<file path="src/rtl/cancid_ctx_pkg.sv">
// Shared types and helpers for the stream-context block.
package cancid_ctx_pkg;

    // Context FSM: idle between packets, run while a packet is streaming.
    typedef enum logic [0:0] {
        StIdle = 1'b0,
        StRun  = 1'b1
    } ctx_state_e;

    // Counters are computed through a 32-bit helper, so COUNT_W must not exceed this.
    localparam int unsigned CntMaxW = 32;

    // Increment v by one, holding at the all-ones value of a w-bit counter.
    function automatic logic [CntMaxW-1:0] sat_inc(input logic [CntMaxW-1:0] v,
                                                   input int unsigned w);
        logic [CntMaxW-1:0] max_v;
        max_v = (w >= CntMaxW) ? 32'hFFFF_FFFF : ((32'd1 << w) - 32'd1);
        return (v >= max_v) ? max_v : v + 32'd1;
    endfunction

endpackage

</file>
<file path="src/rtl/cancid_ctx_ram.sv">
// 1R1W synchronous state store; a same-address write is forwarded to the read.
module cancid_ctx_ram #(
    parameter  int unsigned DEPTH = 64,
    parameter  int unsigned WIDTH = 11,
    localparam int unsigned AW    = $clog2(DEPTH)
) (
    input  logic             clk,
    input  logic             we,
    input  logic [AW-1:0]    waddr,
    input  logic [WIDTH-1:0] wdata,
    input  logic             re,
    input  logic [AW-1:0]    raddr,
    output logic [WIDTH-1:0] rdata
);

    logic [WIDTH-1:0] mem [DEPTH];
    logic [WIDTH-1:0] rdata_q;

    // Write port plus registered, write-first read port.
    always_ff @(posedge clk) begin
        if (we) begin
            mem[waddr] <= wdata;
        end
        if (re) begin
            rdata_q <= (we && (waddr == raddr)) ? wdata : mem[raddr];
        end
    end

    assign rdata = rdata_q;

endmodule

</file>
<file path="src/rtl/cancid_stream_ctx.sv">
// Per-stream DFA context save/restore with saturating per-stream match counters.
// Optional: define CANCID_CTX_CLEAR_ON_READ_EN to make counter reads destructive.
module cancid_stream_ctx
    import cancid_ctx_pkg::*;
#(
    parameter  int unsigned NUM_STREAMS = 64,
    parameter  int unsigned STATE_W     = 11,
    parameter  int unsigned COUNT_W     = 16,
    localparam int unsigned SID_W       = $clog2(NUM_STREAMS)
) (
    input  logic               clk,
    input  logic               rst_n,
    input  logic               pkt_start,
    input  logic [SID_W-1:0]   pkt_sid,
    input  logic               pkt_new,
    input  logic               pkt_enable,
    input  logic               eop,
    input  logic               dfa_accept,
    input  logic [STATE_W-1:0] dfa_state_out,
    output logic [STATE_W-1:0] dfa_state_in,
    output logic               dfa_state_in_vld,
    output logic               ctx_ready,
    output logic               match_fired,
    output logic               proto_err,
    input  logic               cnt_rd_en,
    input  logic [SID_W-1:0]   cnt_rd_sid,
    output logic [COUNT_W-1:0] cnt_rd_data,
    output logic               cnt_rd_vld
);

    ctx_state_e         state_q, state_d;
    logic [SID_W-1:0]   sid_q;
    logic               new_q, enable_q, flag_q;
    logic               load_vld_q, match_q, err_q;
    logic [NUM_STREAMS-1:0] valid_q;
    logic [COUNT_W-1:0] cnt_q [NUM_STREAMS];
    logic [COUNT_W-1:0] cnt_rd_q;
    logic               cnt_rd_vld_q;
    logic [STATE_W-1:0] ram_rdata;

    logic               start_ok, commit, commit_wr, hit;
    logic [CntMaxW-1:0] cnt_inc;
    logic [COUNT_W-1:0] cnt_new, cnt_rd_cur;

    // Decode packet boundaries and the committed counter value.
    always_comb begin
        start_ok   = pkt_start && (state_q == StIdle);
        commit     = eop && (state_q == StRun);
        commit_wr  = commit && enable_q;
        hit        = flag_q || dfa_accept;
        cnt_inc    = sat_inc(CntMaxW'(cnt_q[sid_q]), COUNT_W);
        cnt_new    = hit ? cnt_inc[COUNT_W-1:0] : cnt_q[sid_q];
        // A commit to the addressed stream in the read cycle is bypassed to the reader.
        cnt_rd_cur = (commit_wr && (sid_q == cnt_rd_sid)) ? cnt_new : cnt_q[cnt_rd_sid];
    end

    // Next-state logic: pkt_start only opens a packet from idle, eop only closes one.
    always_comb begin
        state_d = state_q;
        case (state_q)
            StIdle:  if (pkt_start) state_d = StRun;
            StRun:   if (eop)       state_d = StIdle;
            default: state_d = StIdle;
        endcase
    end

    // FSM state, packet attributes, speculative match flag, strobes and sticky error.
    always_ff @(posedge clk or negedge rst_n) begin
        if (!rst_n) begin
            state_q    <= StIdle;
            sid_q      <= '0;
            new_q      <= 1'b0;
            enable_q   <= 1'b0;
            flag_q     <= 1'b0;
            load_vld_q <= 1'b0;
            match_q    <= 1'b0;
            err_q      <= 1'b0;
        end else begin
            state_q    <= state_d;
            load_vld_q <= start_ok;
            match_q    <= commit_wr && hit;
            err_q      <= err_q || (pkt_start && (state_q == StRun))
                                || (eop && (state_q == StIdle));
            if (start_ok) begin
                sid_q    <= pkt_sid;
                new_q    <= pkt_new;
                enable_q <= pkt_enable;
                flag_q   <= 1'b0;
            end else if ((state_q == StRun) && dfa_accept) begin
                flag_q   <= 1'b1;
            end
        end
    end

    // Valid bits and counters; a destructive read wins over a same-cycle commit.
    always_ff @(posedge clk or negedge rst_n) begin
        if (!rst_n) begin
            valid_q <= '0;
            for (int i = 0; i < NUM_STREAMS; i++) begin
                cnt_q[i] <= '0;
            end
        end else begin
            if (commit_wr) begin
                valid_q[sid_q] <= 1'b1;
                cnt_q[sid_q]   <= cnt_new;
            end
`ifdef CANCID_CTX_CLEAR_ON_READ_EN
            if (cnt_rd_en) begin
                cnt_q[cnt_rd_sid] <= '0;
            end
`endif
        end
    end

    // Registered counter read port.
    always_ff @(posedge clk or negedge rst_n) begin
        if (!rst_n) begin
            cnt_rd_q     <= '0;
            cnt_rd_vld_q <= 1'b0;
        end else begin
            cnt_rd_vld_q <= cnt_rd_en;
            if (cnt_rd_en) begin
                cnt_rd_q <= cnt_rd_cur;
            end
        end
    end

    cancid_ctx_ram #(
        .DEPTH (NUM_STREAMS),
        .WIDTH (STATE_W)
    ) u_ram (
        .clk   (clk),
        .we    (commit_wr),
        .waddr (sid_q),
        .wdata (dfa_state_out),
        .re    (start_ok),
        .raddr (pkt_sid),
        .rdata (ram_rdata)
    );

    // Saved state is only trusted for a known, non-new stream.
    always_comb begin
        dfa_state_in = '0;
        if (load_vld_q && !new_q && valid_q[sid_q]) begin
            dfa_state_in = ram_rdata;
        end
    end

    assign dfa_state_in_vld = load_vld_q;
    assign ctx_ready        = (state_q == StIdle);
    assign match_fired      = match_q;
    assign proto_err        = err_q;
    assign cnt_rd_data      = cnt_rd_q;
    assign cnt_rd_vld       = cnt_rd_vld_q;

endmodule

</file>
<file path="config.mk">
export PLATFORM = sky130hd
export DESIGN_NAME = cancid_stream_ctx
export DESIGN_NICKNAME = d
export VERILOG_FILES = /design/src/rtl/cancid_ctx_pkg.sv /design/src/rtl/cancid_ctx_ram.sv /design/src/rtl/cancid_stream_ctx.sv
export SDC_FILE = /design/constraint.sdc
export NUM_CORES = 2
export LEC_CHECK = 0
export ABC_AREA = 1
export CAP_MARGIN = 0
export CORE_MARGIN = 2
export CORE_UTILIZATION = 43
export DETAILED_ROUTE_END_ITERATION = 16
export MAX_ROUTING_LAYER = met4
export SKIP_CTS_REPAIR_TIMING = 1
export SYNTH_ARGS = -nofsm -noshare
export SYNTH_HDL_FRONTEND = slang
export SYNTH_SLANG_ARGS = --single-unit
</file>
<file path="constraint.sdc">
create_clock -name clk -period 6.9 [get_ports clk]
set_clock_uncertainty 0.2 [all_clocks]
set_input_delay 0.69 -clock clk [delete_from_list [all_inputs] [get_ports clk]]
set_output_delay 0.69 -clock clk [all_outputs]
set_load 0.01 [all_outputs]
</file>
==> summary.json <==
{
  "most-common-layout-cells": "sky130_fd_sc_hd__nand2_1, sky130_fd_sc_hd__o21ai_0, sky130_fd_sc_hd__dfrtp_1",
  "unrepaired_setup_endpoints_after_global_routing": "no",
  "synth.ff_latch_count": 1833,
  "finish.net_count": 10600,
  "die_y_um": 462,
  "start_kind": "flop",
  "synth.cell_area_mm2": 0.0901,
  "power.leakage_nw": 41.9,
  "critical_path.startpoint": "sid_q[0]",
  "max_freq_mhz": 174,
  "yosysSeqAreaShare_pct": 54.9,
  "postSynthCellCount": 11000,
  "setup_viol": 0,
  "drt-pass1-iter-count": 6,
  "core_mm2": 0.208,
  "clock_sink_count": 1833,
  "cts_tree": "done",
  "ys.warnings.count": 0,
  "vdd_ir_drop_max_v": 0.000354,
  "power.switching_w": 0.0104,
  "gr-usage-all-layers_pct": 31.4,
  "start_util_pct": 43.4,
  "timing.critical_path.arrival_ns": 4.85,
  "timing.critical_path.fanout_max": 124,
  "timing.final.crit_share_pct": 83.2,
  "detailroute.via_count": 79900,
  "slew_violations": 0,
  "share_clk_of_total_power_pct": 34.8,
  "power_switching_share_pct": 34.4,
  "crit_path_end_kind": "output port",
  "post_drt_wl_per_cell_um": 24.4,
  "seqPwrFrac_pct": 42.1,
  "cell_internal_pwr_w": 0.0198,
  "dp_hpwl_um": 195000,
  "pwr_per_cell_area_mw_per_mm2": 304,
  "cts_max_level": 4,
  "routabilityCongestion": 0.936,
  "global_route.overflow_total": 0,
  "cts-root-buf": "sky130_fd_sc_hd__clkbuf_16",
  "timing.max_slew.rel_slack_pct": 7.31,
  "comb_pwr_share_pct": 23.1,
  "die_area_mm2": 0.213,
  "timing.critical_path.to": "dfa_state_in[1]",
  "ff2ff_path_depth": 17,
  "regToRegEndpoint": "cnt_q[872]",
  "cts_inserted_buffers": 193,
  "dieWidth_um": 462,
  "grt_pass1_vias": 74800,
  "run_status": "completed",
  "tightestPinTransition_ns": 1.39,
  "fin_setup_tns_ns": 0,
  "critical_path_required_ns": 6.01,
  "grt_start_max_net_pins": 187,
  "clock_path_buffers": 3,
  "syn_avg_cell_area_um2": 8.22,
  "viasPerCell": 5.89,
  "remaining_drc_errors": 0,
  "clkSlewWorstSetupHoldPaths_ns": 0.06,
  "period_minus_slack_ns": 5.74,
  "hp-class": "in -> reg",
  "mostFrequentLayoutCell": "sky130_fd_sc_hd__nand2_1",
  "num_io_pins": 63,
  "final_layout_size_suffix_gt1_share_pct": 6.83,
  "number_of_antenna_violations_at_the_first_check_in_global_routing": 10,
  "worstReg2RegStart": "sid_q[0]",
  "area_delta_synth_final_pct": 10.7,
  "worst_skew_pair.late_latency_ns": 0.86,
  "yosysUniqueCellTypes": 43,
  "routed_wirelength_um": 330000,
  "synth.net_count": 11000,
  "drt-initial-drc-count": 10100,
  "timing.reg2reg.setup_slack_ns": 1.32,
  "layout.core_utilization_pct": 48.0,
  "drtAntennaViolNets": 0,
  "max-cap-violations": 0,
  "core.rowCount": 167,
  "final-hold-violation-count": 0,
  "grt_first_pass_wirelength_um": 490000,
  "place.port_buffers": 62,
  "timing_worst_setup_path_type": "reg -> out"
}
-- routing by layer --
| layer | wire length, um | vias to the layer above | track usage [%] |
|---|---|---|---|
| li1 | - | 35900 | - |
| met1 | 135000 | 38500 | 42.0 |
| met2 | 144000 | 4501 | 46.1 |
| met3 | 32100 | 962 | 5.11 |
| met4 | 19800 | 0 | 16.5 |
| met5 | 0 | - | - |
-- registers in the layout, indices dropped and copies added (netlist names), 6 cells and up --
signal,count
u_ram.mem,704
u_ram.rdata,11
cnt_rd_data,16
valid_q,64
cnt_q,1024
sid_q,6
-- worst min-delay path by stage --
stage | start | endpoint | slack, ns | depth (start not counted)
3_3_place_gp | valid_q[38] | valid_q[38] | 0.23 | 2
3_5_place_dp | valid_q[30] | valid_q[30] | 0.24 | 2
5_1_grt | pkt_new | new_q | 0.18 | 3
2_1_floorplan | rst_n | cnt_q[0] | 0.19 | 0
4_1_cts | rst_n | cnt_q[53] | -0.31 | 1
6_report | pkt_new | new_q | 0.20 | 3
-- cells in the mapped netlist, drive strengths merged --
library cell	instances	area (um2)
nand2	2967	11200
o21ai	2110	10600
nor2	1150	4330
dfrtp	1118	28000
inv	719	2700
edfxtp	715	21500
clkbuf	569	2140
buf	278	1410
a21oi	256	1280
o22ai	254	1590
nand3	216	1130
o211ai	177	1330
a31oi	94	588
nor3	69	390
o221ai	69	604
or2	55	344
a211oi	33	248
a221oi	30	263
o31ai	22	165
nand4	13	87.6
o32ai	9	78.8
xor2	8	85.1
clkinv	7	26.3
nand3b	4	30.0
o311ai	4	35.0
xnor2	3	33.8
ha	1	12.5
nor4	1	6.26
o21bai	1	7.51
-- through the flow --
| stage | std cells | hold slack [ns] | cell area, um2 | setup slack (ns) | power, W |
|---|---|---|---|---|---|
| after detailed placement | 13200 | 0.237 | 93400 | 1.52 | 0.0197 |
| after global placement | 13200 | 0.233 | 93400 | 1.58 | 0.0196 |
| after global routing | 13600 | 0.182 | 99700 | 1.02 | 0.0314 |
| after floorplan | 11000 | 0.194 | 90100 | 3.38 | 0.0171 |
| after CTS | 13600 | -0.308 | 99700 | 1.21 | 0.0302 |
| final | 13600 | 0.200 | 99700 | 1.16 | 0.0303 |
-- final cells by class --
cell class / count / area, um2
multi-input cells: 7546 / 34800
inverters: 726 / 2760
clock buffers: 285 / 5520
well taps: 2788 / 3490
flip-flops and latches: 1833 / 49500
clock inverters: 76 / 776
fillers: 19800 / 108000
diodes: 3 / 7.51
repair buffers: 315 / 2840
-- critical path, cell delays in order, from the launching register on --
cell and delay (ns):
sky130_fd_sc_hd__dfrtp_4 0.66, sky130_fd_sc_hd__inv_8 0.71, sky130_fd_sc_hd__buf_12 0.45, sky130_fd_sc_hd__a21oi_1 0.12
sky130_fd_sc_hd__o21ai_0 0.14, sky130_fd_sc_hd__nand3_1 0.14, sky130_fd_sc_hd__o21ai_0 0.40, sky130_fd_sc_hd__nand4_1 0.17
sky130_fd_sc_hd__o31ai_2 0.28, sky130_fd_sc_hd__buf_4 0.26, sky130_fd_sc_hd__nor2_1 0.08, sky130_fd_sc_hd__clkdlybuf4s50_1 0.48
-- logic make-up after synthesis --
| logic type | count (synthesis) | synth area share, % |
|---|---|---|
| compound gates | 3059 | 18.6 |
| xor+xnor | 11 | 0.132 |
| fa+ha+maj | 1 | 0.0139 |
| buf+inv | 1573 | 6.96 |
| simple gates | 4475 | 19.4 |
| flops | 1833 | 54.9 |
-- power groups by stage --
stage | Sequential (W) | Combinational [W] | Clock (W)
2_1_floorplan | 0.0127 | 0.00432 | 0
3_3_place_gp | 0.0129 | 0.00674 | 0
3_5_place_dp | 0.0129 | 0.00681 | 0
4_1_cts | 0.0127 | 0.00683 | 0.0106
5_1_grt | 0.0128 | 0.00751 | 0.0111
6_report | 0.0127 | 0.00699 | 0.0105
Power figures use the tool's default switching activity.
